$ cat src/rtl/uc_arbiter.sv
// Unit-clause arbiter: round-robin grant over BCP engines, duplicate/conflict
// filtering against queued literals, and a FIFO feeding the global state table.
`ifndef NUM_ENGINE
`define NUM_ENGINE 4
`endif

module uc_arbiter #(
    parameter int NUM_ENGINE = `NUM_ENGINE,
    parameter int LIT_W      = 8,
    parameter int UC_DEPTH   = 8
) (
    input  logic                                 clk,
    input  logic                                 rst,
    input  logic [NUM_ENGINE-1:0][LIT_W-1:0]     eng2ucarb_lit,
    input  logic [NUM_ENGINE-1:0]                eng2ucarb_valid,
    output logic [NUM_ENGINE-1:0]                ucarb2eng_ack,
    output logic signed [LIT_W-1:0]              ucarb2gst_lit,
    output logic                                 ucarb2gst_empty,
    input  logic                                 gst2ucarb_pop,
    output logic                                 ucarb_conflict,
    input  logic                                 ctrl2ucarb_clear,
    output logic [$clog2(UC_DEPTH):0]            ucarb_count
);
    localparam int PTR_W = $clog2(UC_DEPTH);
    localparam int ENG_W = $clog2(NUM_ENGINE);
    localparam int CNT_W = PTR_W + 1;

    logic [ENG_W-1:0]        rr_ptr;
    logic [PTR_W-1:0]        rd_ptr;
    logic [PTR_W-1:0]        wr_ptr;
    logic [CNT_W-1:0]        count;
    logic signed [LIT_W-1:0] mem [UC_DEPTH];

    logic                    gnt_found_p0;
    logic [ENG_W-1:0]        gnt_idx_p0;
    logic                    gnt_vld_p0;
    logic signed [LIT_W-1:0] gnt_lit_p0;
    logic                    dup_p0;
    logic                    opp_p0;
    logic                    push_p0;
    logic                    pop_p0;
    logic                    set_conf_p0;

    function automatic logic signed [LIT_W-1:0] neg_lit(input logic signed [LIT_W-1:0] l);
        return -l;
    endfunction

    // Stage p0: round-robin search starting at rr_ptr, then match against queued entries
    always_comb begin
        int k;
        k            = 0;
        gnt_found_p0 = 1'b0;
        gnt_idx_p0   = '0;
        for (int i = 0; i < NUM_ENGINE; i++) begin
            k = int'(rr_ptr) + i;
            if (k >= NUM_ENGINE) k = k - NUM_ENGINE;
            if (!gnt_found_p0 && eng2ucarb_valid[ENG_W'(k)]) begin
                gnt_found_p0 = 1'b1;
                gnt_idx_p0   = ENG_W'(k);
            end
        end
    end

    assign gnt_lit_p0 = $signed(eng2ucarb_lit[gnt_idx_p0]);
    assign gnt_vld_p0 = gnt_found_p0 && (count != CNT_W'(UC_DEPTH)) && !ucarb_conflict
                        && !rst && !ctrl2ucarb_clear;

    always_comb begin
        ucarb2eng_ack = '0;
        if (gnt_vld_p0) ucarb2eng_ack[gnt_idx_p0] = 1'b1;
    end

    // The entry being popped this cycle still counts as present for matching.
    always_comb begin
        logic [PTR_W-1:0] slot;
        slot   = '0;
        dup_p0 = 1'b0;
        opp_p0 = 1'b0;
        for (int j = 0; j < UC_DEPTH; j++) begin
            slot = rd_ptr + PTR_W'(j);
            if (CNT_W'(j) < count) begin
                if (mem[slot] == gnt_lit_p0)          dup_p0 = 1'b1;
                if (mem[slot] == neg_lit(gnt_lit_p0)) opp_p0 = 1'b1;
            end
        end
    end

    assign push_p0     = gnt_vld_p0 && (gnt_lit_p0 != '0) && !dup_p0 && !opp_p0;
    assign set_conf_p0 = gnt_vld_p0 && (gnt_lit_p0 != '0) && !dup_p0 && opp_p0;
    assign pop_p0      = gst2ucarb_pop && (count != '0);

    // Stage p1: control state update; clear and reset share the same next state
    always_ff @(posedge clk) begin
        if (rst || ctrl2ucarb_clear) begin
            rr_ptr         <= '0;
            rd_ptr         <= '0;
            wr_ptr         <= '0;
            count          <= '0;
            ucarb_conflict <= 1'b0;
        end else begin
            if (gnt_vld_p0)
                rr_ptr <= (gnt_idx_p0 == ENG_W'(NUM_ENGINE - 1)) ? '0 : gnt_idx_p0 + 1'b1;
            if (push_p0) wr_ptr <= wr_ptr + 1'b1;
            if (pop_p0)  rd_ptr <= rd_ptr + 1'b1;
            case ({push_p0, pop_p0})
                2'b10:   count <= count + 1'b1;
                2'b01:   count <= count - 1'b1;
                default: count <= count;
            endcase
            if (set_conf_p0) ucarb_conflict <= 1'b1;
        end
    end

    always_ff @(posedge clk) begin
        if (push_p0) mem[wr_ptr] <= gnt_lit_p0;
    end

    assign ucarb2gst_empty = (count == '0);
    assign ucarb2gst_lit   = ucarb2gst_empty ? '0 : mem[rd_ptr];
    assign ucarb_count     = count;

endmodule

$ cat config.mk
export PLATFORM = sky130hd
export DESIGN_NAME = uc_arbiter
export DESIGN_NICKNAME = d
export VERILOG_FILES = /design/src/rtl/uc_arbiter.sv
export SDC_FILE = /design/constraint.sdc
export NUM_CORES = 1
export LEC_CHECK = 0
export BUFFER_PORTS_ARGS = -buffer_cell sky130_fd_sc_hd__buf_2
export CAP_MARGIN = 20
export CORE_ASPECT_RATIO = 0.7
export CORE_UTILIZATION = 35
export CTS_BUF_LIST = sky130_fd_sc_hd__clkbuf_8
export DETAILED_ROUTE_END_ITERATION = 7
export PLACE_DENSITY = 0.51
export SETUP_SLACK_MARGIN = 0.5
export SYNTH_ARGS = -nofsm -noshare
export SYNTH_HDL_FRONTEND = slang
export SYNTH_SLANG_ARGS = --single-unit
$ cat constraint.sdc
create_clock -name clk -period 6.8 [get_ports clk]
set_input_delay 0.34 -clock clk [delete_from_list [all_inputs] [get_ports clk]]
set_output_delay 0.34 -clock clk [all_outputs]
set_load 0.02 [all_outputs]
==> summary.md <==
| Metric | Value |
|---|---|
| R2R depth | `17` |
| Clk_skew | `approximately 0.023 ns` |
| Largest fanout on the critical path | `12` |
| Met3 Wirelength | `2116 µm` |
| Status | `complete, but fails checks` |
| Clock Path Buffers | `2` |
| Mux share of post-synthesis cell area | `0.3379` |
| Highest metal used | `met4` |
| GRT Util Overall | `0.2293` |
| Peak supply drop | `just under 0.1 mV` |
| Hold Fails Final Rpt | `0` |
| Distinct cells, synth | `between 60 and 70` |
| Mapped Cells | `666` |
| Max-slew violation count | `0` |
| First-pass GRT wire length | `38340 µm` |
| Slew HR | `0.3236` |
| Layout net count | `763` |
| Mapped cell area | `between 7000 and 8000 µm²` |
| Largest family of logic cells by synthesized area | `multiplexers` |
| Crit path DAT | `5.57 ns` |
| Root buf cell | `clkbuf_8` |
| Main synth FF type | `edfxtp_1` |
| Cts repair resizes | `0` |
| Num CTS Buffers | `9` |
| Setup TNS | `0 ns` |
| Initial antenna violation count | `0` |
| Drt wl/cell | `25.29 µm` |
| DIE HEIGHT | `126.2 µm` |
| Avg Inst Size Synth | `approximately 12 µm²` |
| Startpoint type of the worst setup path | `flop` |
| Routed met2 length | `10550 µm` |
| Vias per cell | `6.004` |
| Worst slew pin tran | `~1.0 ns` |
| CP Capture Type | `flop` |
| Hold_ws | `0.2987 ns` |
| XOR/XNOR share of the synthesized area | `0.1319` |
| Post-CTS setup repair buffer count | `0` |
| Critical path cell sequence | `nand2_1, a211oi_2, o21ai_0, nand3_1, nand2_1, ha_1, xnor2_4, xnor2_1, or4_1, nor4_1, nor4_4, nand3b_1, buf_4, ha_1, mux2i_1, or3_1, a21oi_1` |
| Max Clock Freq | `190.1 MHz` |
| Synth Area in Adders | `0.01946` |
| Worst path slowest cell | `a211oi_2` |
| Most frequent cells in the layout | `mux4_2 (80), xnor2_1 (79), mux2i_1 (77)` |
| Wl on met1 | `12030 µm` |
| Initial core utilization | `0.3568` |
| CTS H-tree depth | `3` |
| CTS tree | `done` |
| Row cnt | `45` |
| Detailed-route DRC error count | `24` |
| Tmin final | `5.261 ns` |
| Most common cell after layout, fill and taps aside | `mux4_2` |
| Total core area | `21620 µm²` |
| Final Setup Violations | `0` |
| I/O Buffers | `57` |
| Drt pass-1 iters | `8` |
| Leak | `between 2 and 3 nW` |
| Design area | `8524 µm²` |
| Worst-path clk slew | `0.09 ns` |
| I/O pins | `58` |
| Die area | `22650 µm²` |
| Total Wirelength | `25240 µm` |
| Simple-Gate Fraction of Synth Area | `0.1255` |
| Worst path bufs/invs | `1` |
| Hold path cells | `3` |
| Ys Warns | `0` |
| Setup CP Type | `flop to flop` |
| Worst R2R Start | `rr_ptr[1]` |
| Initial DRC Count | `573` |
| Remaining antenna violation count | `0` |
| Hold EP | `ucarb_conflict` |
| Antenna diode count | `0` |
| Reg-to-reg endpoint | `ucarb_count[2]` |
| Period utilization | `0.7736` |
| Die Wd | `179.4 µm` |
| Post-synth EDFFs | `64` |
| CTS Hold Bufs | `0` |
| Yosys reg bits | `80` |
| PwrDens | `about 160 nW/µm²` |
| Sequential area share after synthesis | `0.2907` |
| Largest net degree at the start of global routing | `50` |
| Hpwl dp | `19100 µm` |
| TritonCTS sink count | `80` |
| Max Cap Viol | `0` |
| RSZ-0062 raised after global routing | `no` |
| Ys async rst share | `0` |
| Reg2Reg Setup Slack | `1.54 ns` |
| Gpl congestion | `0.9330` |
| HP Class | `input port to flop` |
| Worst-Skew Late Latency | `0.38 ns` |
| Synth Area in Compound Gates | `0.05466` |
| Fraction of layout cells with a size suffix above 1 | `0.2891` |
| Crit path required time | `7.11 ns` |
| HP Start | `ctrl2ucarb_clear` |
| Worst path max stage delay | `0.69 ns` |
| Area growth syn-to-layout | `10.51%` |
| Placed cell area | `8359 µm²` |
| Vias in the first global route | `~5800` |
| Failing checks | `DRC` |
| GRT Residual Overflow | `0` |
| Crit path max-delay family | `simple AND/OR/NAND/NOR gates` |
| Post-synth net total | `around 700` |
| DR vias | `roughly 6000` |
-- tightest hold or removal path, delay by kind of cell --
| family | cells | cell delay (ns) |
|---|---|---|
| compound gates | 1 | 0.12 |
| buf+inv | 1 | 0.08 |
| simple gates | 1 | 0.09 |
-- metrics by stage --
stage	utilization	power (mW)	instances	setup slack [ns]
6_report	0.3943	1.360	998	1.539
3_5_place_dp	0.3866	1.038	982	1.580
4_1_cts	0.3943	1.361	998	1.525
2_1_floorplan	-	0.9097	666	1.120
3_3_place_gp	0.3854	1.038	981	1.610
5_1_grt	0.3943	1.422	998	1.104
-- Yosys cell counts, drive strengths merged, types with 5 or more instances --
| cell type | n | share of area |
|---|---|---|
| and3 | 5 | 0.0047 |
| buf | 32 | 0.021 |
| nand3 | 29 | 0.019 |
| nor2 | 36 | 0.018 |
| nor3 | 19 | 0.015 |
| a31oi | 7 | 0.0057 |
| a211oi | 7 | 0.0081 |
| nor4 | 15 | 0.018 |
| nand4 | 10 | 0.0081 |
| ha | 12 | 0.019 |
| a21oi | 13 | 0.0084 |
| dfxtp | 16 | 0.042 |
| mux2i | 77 | 0.10 |
| mux4 | 80 | 0.23 |
| o21ai | 15 | 0.0097 |
| a211o | 5 | 0.0057 |
| clkbuf | 14 | 0.0068 |
| xor2 | 32 | 0.036 |
| edfxtp | 64 | 0.25 |
| xnor2 | 82 | 0.096 |
| and2 | 8 | 0.0068 |
| inv | 22 | 0.011 |
| nand2 | 24 | 0.012 |
-- state kept, by name (all words and copies together), names as in the netlist, named ones only --
signal and flops:
wr_ptr 3, ucarb_conflict 1, mem 64, ucarb_count 4
rr_ptr 2, rd_ptr 3
-- cell families (layout without fill, tap and decap cells) --
logic type	count (synthesis)	after routing
and+or+nand+nor	168	168
muxes	160	160
adders and majority gates	12	12
buffers and inverters	70	120
AOI/OAI and AO/OA	62	62
xor gates and xnor gates	114	114
DFF	80	80
-- worst max path at each step --
stage / from / end / slack (ns) / cells past startpoint
after global routing: rr_ptr[1] / ucarb_count[2] / 1.10 / 17
after CTS: rd_ptr[0] / ucarb_count[2] / 1.53 / 15
after floorplan: rd_ptr[1] / mem[2][0] / 1.12 / 17
final: rr_ptr[1] / ucarb_count[2] / 1.54 / 17
after global placement: rd_ptr[0] / ucarb_count[3] / 1.61 / 17
after detailed placement: eng2ucarb_valid[2] / ucarb_count[2] / 1.58 / 18
-- metal layers --
metal | track usage | up-vias
met4 | 0.06085 | 0
met2 | 0.3350 | 304
li1 | - | 2641
met5 | 0 | -
met1 | 0.3388 | 3013
met3 | 0.05263 | 34
-- report_power, final --
group          internal, mW  switching, mW
logic                 0.184          0.288
registers             0.549         0.0133
clock network         0.130          0.196
total                 0.863          0.497
-- area by class of cell --
cell class,count,area [µm²]
Inverter,24,90.09
Timing Repair Buffer,80,478.0
Clock buffer,9,123.9
Fill cell,2067,13100
Multi-Input combinational cell,516,5194
Sequential cell,80,2245
Clock inverter,7,41.29
Tap cell,282,352.8
Power figures use the tool's default switching activity.
